File: config.mk
export PLATFORM = sky130hd
export DESIGN_NAME = stream_demux32_1to2_flat
export DESIGN_NICKNAME = d
export VERILOG_FILES = /design/src/rtl/stream_demux32_1to2_if.sv /design/src/rtl/stream_demux32_1to2.sv /design/src/flat_wrapper.sv
export SDC_FILE = /design/constraint.sdc
export NUM_CORES = 1
export LEC_CHECK = 0
export CORE_UTILIZATION = 44
export CTS_BUF_LIST = sky130_fd_sc_hd__clkbuf_16
export CTS_CLUSTER_DIAMETER = 80
export DETAILED_ROUTE_END_ITERATION = 10
export GPL_TIMING_DRIVEN = 1
export PLACE_DENSITY = 0.8
export SYNTH_ARGS = -nofsm -noshare
export SYNTH_HDL_FRONTEND = slang
export SYNTH_SLANG_ARGS = --single-unit
export TNS_END_PERCENT = 5
File: constraint.sdc
create_clock -name clk -period 1.7 [get_ports clk]
set_input_delay 0.34 -clock clk [delete_from_list [all_inputs] [get_ports clk]]
set_output_delay 0.34 -clock clk [all_outputs]
set_load 0.05 [all_outputs]
File: src/rtl/stream_demux32_1to2_if.sv
// Handshake bundle for the 1-to-2 stream demux: one input stream, two output streams
// and the per-port delivered-word counters.
interface stream_demux32_1to2_if #(
  parameter int WIDTH = 32,
  parameter int CNT_W = 8
);
  logic [WIDTH-1:0] in_data;
  logic             in_sel;
  logic             in_valid;
  logic             in_ready;
  logic [WIDTH-1:0] out0_data;
  logic             out0_valid;
  logic             out0_ready;
  logic [WIDTH-1:0] out1_data;
  logic             out1_valid;
  logic             out1_ready;
  logic [CNT_W-1:0] cnt0;
  logic [CNT_W-1:0] cnt1;

  modport slave (
    input  in_data, in_sel, in_valid, out0_ready, out1_ready,
    output in_ready, out0_data, out0_valid, out1_data, out1_valid, cnt0, cnt1
  );

  modport master (
    output in_data, in_sel, in_valid, out0_ready, out1_ready,
    input  in_ready, out0_data, out0_valid, out1_data, out1_valid, cnt0, cnt1
  );
endinterface

File: src/rtl/stream_demux32_1to2.sv
// Routes each input word to one of two single-entry holding registers (1-cycle latency).
// in_ready follows only the selected port, so a stalled port never blocks the other one.
module stream_demux32_1to2 #(
  parameter int WIDTH = 32,
  parameter int CNT_W = 8
) (
  input  logic                  clk,
  input  logic                  rst_n,
  stream_demux32_1to2_if.slave  bus
);
  logic [WIDTH-1:0] r_dat0;
  logic [WIDTH-1:0] r_dat1;
  logic             r_vld0;
  logic             r_vld1;
  logic [CNT_W-1:0] r_cnt0;
  logic [CNT_W-1:0] r_cnt1;

  logic w_rdy0;
  logic w_rdy1;
  logic w_in_rdy;
  logic w_ld0;
  logic w_ld1;
  logic w_pop0;
  logic w_pop1;

  // A port can take a word when empty or when its current word leaves this cycle.
  assign w_rdy0   = !r_vld0 || bus.out0_ready;
  assign w_rdy1   = !r_vld1 || bus.out1_ready;
  assign w_in_rdy = bus.in_sel ? w_rdy1 : w_rdy0;

  assign w_ld0  = bus.in_valid && w_in_rdy && !bus.in_sel;
  assign w_ld1  = bus.in_valid && w_in_rdy &&  bus.in_sel;
  assign w_pop0 = r_vld0 && bus.out0_ready;
  assign w_pop1 = r_vld1 && bus.out1_ready;

  always_ff @(posedge clk) begin
    if (!rst_n) begin
      r_dat0 <= '0;
      r_dat1 <= '0;
      r_vld0 <= 1'b0;
      r_vld1 <= 1'b0;
      r_cnt0 <= '0;
      r_cnt1 <= '0;
    end else begin
      if (w_ld0) begin
        r_dat0 <= bus.in_data;
        r_vld0 <= 1'b1;
      end else if (w_pop0) begin
        r_vld0 <= 1'b0;
      end
      if (w_ld1) begin
        r_dat1 <= bus.in_data;
        r_vld1 <= 1'b1;
      end else if (w_pop1) begin
        r_vld1 <= 1'b0;
      end
      if (w_pop0) r_cnt0 <= r_cnt0 + 1'b1;
      if (w_pop1) r_cnt1 <= r_cnt1 + 1'b1;
    end
  end

  assign bus.in_ready   = w_in_rdy;
  assign bus.out0_data  = r_dat0;
  assign bus.out0_valid = r_vld0;
  assign bus.out1_data  = r_dat1;
  assign bus.out1_valid = r_vld1;
  assign bus.cnt0       = r_cnt0;
  assign bus.cnt1       = r_cnt1;
endmodule

File: src/flat_wrapper.sv
// flat-port wrapper written by rule: the top's interface ports become plain ports
module stream_demux32_1to2_flat 
#(
  parameter int WIDTH = 32,
  parameter int CNT_W = 8
)
  (clk, rst_n, bus_in_data, bus_in_sel, bus_in_valid, bus_out0_ready, bus_out1_ready, bus_in_ready, bus_out0_data, bus_out0_valid, bus_out1_data, bus_out1_valid, bus_cnt0, bus_cnt1);
  stream_demux32_1to2_if #(.WIDTH(WIDTH), .CNT_W(CNT_W)) bus_i ();
  input  logic clk;
  input  logic rst_n;
  input wire logic [$bits(bus_i.in_data)-1:0] bus_in_data;
  input wire logic [$bits(bus_i.in_sel)-1:0] bus_in_sel;
  input wire logic [$bits(bus_i.in_valid)-1:0] bus_in_valid;
  input wire logic [$bits(bus_i.out0_ready)-1:0] bus_out0_ready;
  input wire logic [$bits(bus_i.out1_ready)-1:0] bus_out1_ready;
  output wire logic [$bits(bus_i.in_ready)-1:0] bus_in_ready;
  output wire logic [$bits(bus_i.out0_data)-1:0] bus_out0_data;
  output wire logic [$bits(bus_i.out0_valid)-1:0] bus_out0_valid;
  output wire logic [$bits(bus_i.out1_data)-1:0] bus_out1_data;
  output wire logic [$bits(bus_i.out1_valid)-1:0] bus_out1_valid;
  output wire logic [$bits(bus_i.cnt0)-1:0] bus_cnt0;
  output wire logic [$bits(bus_i.cnt1)-1:0] bus_cnt1;
  assign bus_i.in_data = bus_in_data;
  assign bus_i.in_sel = bus_in_sel;
  assign bus_i.in_valid = bus_in_valid;
  assign bus_i.out0_ready = bus_out0_ready;
  assign bus_i.out1_ready = bus_out1_ready;
  assign bus_in_ready = bus_i.in_ready;
  assign bus_out0_data = bus_i.out0_data;
  assign bus_out0_valid = bus_i.out0_valid;
  assign bus_out1_data = bus_i.out1_data;
  assign bus_out1_valid = bus_i.out1_valid;
  assign bus_cnt0 = bus_i.cnt0;
  assign bus_cnt1 = bus_i.cnt1;
  stream_demux32_1to2 #(.WIDTH(WIDTH), .CNT_W(CNT_W)) u_core (.clk(clk), .rst_n(rst_n), .bus(bus_i));
endmodule
==> flow_summary_export.csv <==
group,metric,value,unit
logic_synthesis,synth_simple_gate_area_share,17.6,%
logic_synthesis,synth_xor_area_share,1.08,%
logic_synthesis,synth_compound_area_share,23.5,%
power,powerDensity,992,mW/mm²
drt,routed_wl,9.88,mm
logic_synthesis,synth-edff-count,0,
timing,hold_viol,0,
grt,grt_usage,26.2,%
clocking,cts_max_level,3,
floorplan,die_y,87.8,µm
clocking,max-clock-path-buffers,2,
cells_and_area,final_nets,548,
cells_and_area,syn_to_final_growth,46.6,%
placement,port_buffers,120,
worst_setup_path,worstSetupStartpointType,"flop",
worst_setup_path,r2r_cells,5,
logic_synthesis,ys_ff_latch,82,
outcome,status,"finished clean",
floorplan,start_util,46.6,%
drt,wire_per_inst,16.2,µm
logic_synthesis,yosys_warnings,0,
logic_synthesis,synth_top_family_by_area,"compound AO/OA/AOI/OAI gates",
power,power_leakage,1.86,nW
logic_synthesis,netlist_area,0.00324,mm²
floorplan,dieArea,0.00770,mm²
timing,rsz0062_at_grt,"no",
worst_setup_path,end_kind,"output port",
timing,setup_viol,0,
worst_hold_path,worstHoldPathType,"reg2reg",
cells_and_area,fin_area,0.00474,mm²
clocking,cts_root_buffer,"clkbuf_16",
cells_and_area,drive_above_1_share,25.3,%
worst_setup_path,cp_slowest_stage_delay,0.35,ns
worst_setup_path,path_class,"reg2out",
cells_and_area,fillers,571,
worst_hold_path,worstHoldPathCells,2,
placement,place_hpwl,6.59,mm
grt,grt_pass1_vias,3200,
logic_synthesis,synth_fa_ha_area_share,0.773,%
clocking,clkSinkCount,82,
power,ir_worst_vdd,0.000718,V
floorplan,chipWidth,87.8,µm
grt,overflow,0,
timing,worstMarginPinSlew,0.378,ns
drt,via_count,3414,
drt,drtAntennaViolNets,0,
drt,dr.pass1.iters,5,
timing,period_minus_slack,1.64,ns
timing,setup_ws,0.0570,ns
timing,drv_slew,0,
drt,drc_errors,0,
placement,dp_slack,-0.117,ns
placement,place_congestion,0.863,
logic_synthesis,synth_cell_types,28,
logic_synthesis,async_reset_ff_share,0,%
logic_synthesis,syn-num-nets,430,
drt,drt-vias-per-instance,5.61,
clocking,cts_hold_buf,0,
clocking,cts_tree,"done",
cells_and_area,num_antenna_cells,0,
timing,fmax,0.609,GHz
clocking,clk_latency,0.33,ns
placement,place_area,0.00444,mm²
timing,relSlewSlack,74.6,%
logic_synthesis,synthMuxAreaShare,0.618,%
grt,grt_max_degree,41,
grt,grt_pass1_wl,15.7,mm
worst_setup_path,cp_max_fo,2,
worst_setup_path,worstPathRequired,1.36,ns
logic_synthesis,ys.flop_type,"dfxtp_1",
floorplan,core_area,0.00694,mm²
clocking,clkTransAtPathRegs,0.06,ns
run,timing.max_cap.violations,0,
timing,finClkSkew,0.00507,ns
drt,drtIter0Drc,343,
grt,antenna_found_initial,0,
timing,min_period_over_period,96.6,%
floorplan,placementRows,30,
worst_setup_path,cpMaxStageDelayCell,"dfxtp_4",
logic_synthesis,syn_inst,390,
worst_setup_path,crit_chain,"or2b_1 -> nor2_2 -> a21oi_4 -> buf_12",
clocking,cts_buffers,9,
logic_synthesis,yosysSeqAreaShare,50.7,%
worst_setup_path,arrival,1.30,ns
floorplan,ios,121,
logic_synthesis,syn_avg_cell_area,8.30,µm²
[placed cells by master (no fill, tap or decap), types with 2 or more instances in the layout]
cell and n:
o21ai_0 68, clkinvlp_4 2, nand4_1 2, nand3_1 70
or4_1 2, a21oi_1 74, inv_1 6, clkdlybuf4s50_1 34
clkbuf_16 9, ha_1 2, buf_12 6, dfxtp_1 81
buf_4 101, xor2_1 4, clkinv_2 2, mux2i_1 2
nand3_2 2, o211ai_1 2, nand2b_1 6, nor2_1 4
dlygate4sd2_1 3, nor4_1 2, o31ai_1 4, or3_1 3
nand2_1 11
[registers in the layout, summed over array words and instances (netlist names)]
register	count
u_core.bus.out0_valid	1
u_core.bus.cnt1	8
u_core.bus.out1_valid	1
u_core.bus.cnt0	8
u_core.bus.out0_data	32
u_core.bus.out1_data	32
[stage by stage]
step                      setup TNS [ns]  util [%]  hold slack, ns  power, mW  std cells
final                                  0      68.3           0.479       4.71        609
after global placement            -0.711      63.9           0.461       2.85        591
after global routing                   0      68.3           0.498       4.85        609
after detailed placement           -1.56      63.9           0.468       2.86        591
after floorplan                        0         -           0.488       2.54        390
after CTS                              0      68.3           0.478       4.72        609
[cell families (layout without fill, tap and decap cells)]
kind of cell    count (synthesis)  after routing
xor+xnor                        4              4
buf+inv                        42            165
compound gates                149            149
simple gates                  109            109
flops                          82             82
mux                             2              2
fa+ha+maj                       2              2
[routing by layer]
layer | vias to the layer above | GRT usage [%] | part of all wire [%]
li1 | 1626 | - | -
met1 | 1628 | 33.7 | 42
met2 | 147 | 43.2 | 49
met3 | 13 | 6.50 | 8.0
met4 | 0 | 8.79 | 1.4
met5 | - | 0 | 0
[report_power, final]
part	internal [mW]	total (mW)	switching, mW
Sequential	2.00	2.04	0.0438
Combinational	0.277	0.786	0.509
Clock	1.12	1.88	0.759
[final timing paths]
path / endpoint / slack, ns / from
setup reg to reg: u_core.bus.out0_data[27] / 0.33 / u_core.bus.out0_valid
hold reg to reg: u_core.bus.out0_data[5] / 0.48 / u_core.bus.out0_data[5]
setup / recovery: bus_in_ready / 0.06 / u_core.bus.out0_valid
hold / removal: u_core.bus.out0_data[5] / 0.48 / u_core.bus.out0_data[5]
[cell type report]
| class | instances | area, µm² | area share [%] |
|---|---|---|---|
| Clock buffer | 9 | 225 | 4.75 |
| Clock inverter | 7 | 62.6 | 1.32 |
| Inverter | 5 | 18.8 | 0.396 |
| Multi-Input combinational cell | 266 | 1430 | 30.1 |
| Sequential cell | 82 | 1650 | 34.7 |
| Tap cell | 96 | 120 | 2.53 |
| Timing Repair Buffer | 144 | 1240 | 26.2 |
[cell usage after synthesis, types with 2 or more instances]
library cell,number,area [µm²]
nand2b_1,6,37.5
nand2_1,11,41.3
inv_1,4,15.0
ha_1,2,25.0
clkbuf_2,4,20.0
nand3_1,70,350
o211ai_1,2,15.0
mux2i_1,2,20.0
o31ai_1,4,30.0
nor2_1,5,18.8
clkbuf_1,16,60.1
nand4_1,2,12.5
or4_1,2,15.0
xor2_1,4,35.0
nand3_2,2,20.0
nor4_1,2,12.5
a21oi_1,75,375
o21ai_0,68,340
buf_2,17,85.1
or3_1,3,18.8
dfxtp_1,82,1640
[what timing repair did]
item,in CTS,in global routing
gates resized for setup,5,0
setup buffers,2,0
endpoints found under the setup margin,1,0
[critical path: cells and delay by family, from the launching register on]
kind	cells	cell delay, ns
simple gates	2	0.41
buf+inv	1	0.16
flops	1	0.35
compound gates	1	0.05
No activity file was read; power rests on OpenSTA's default activity.
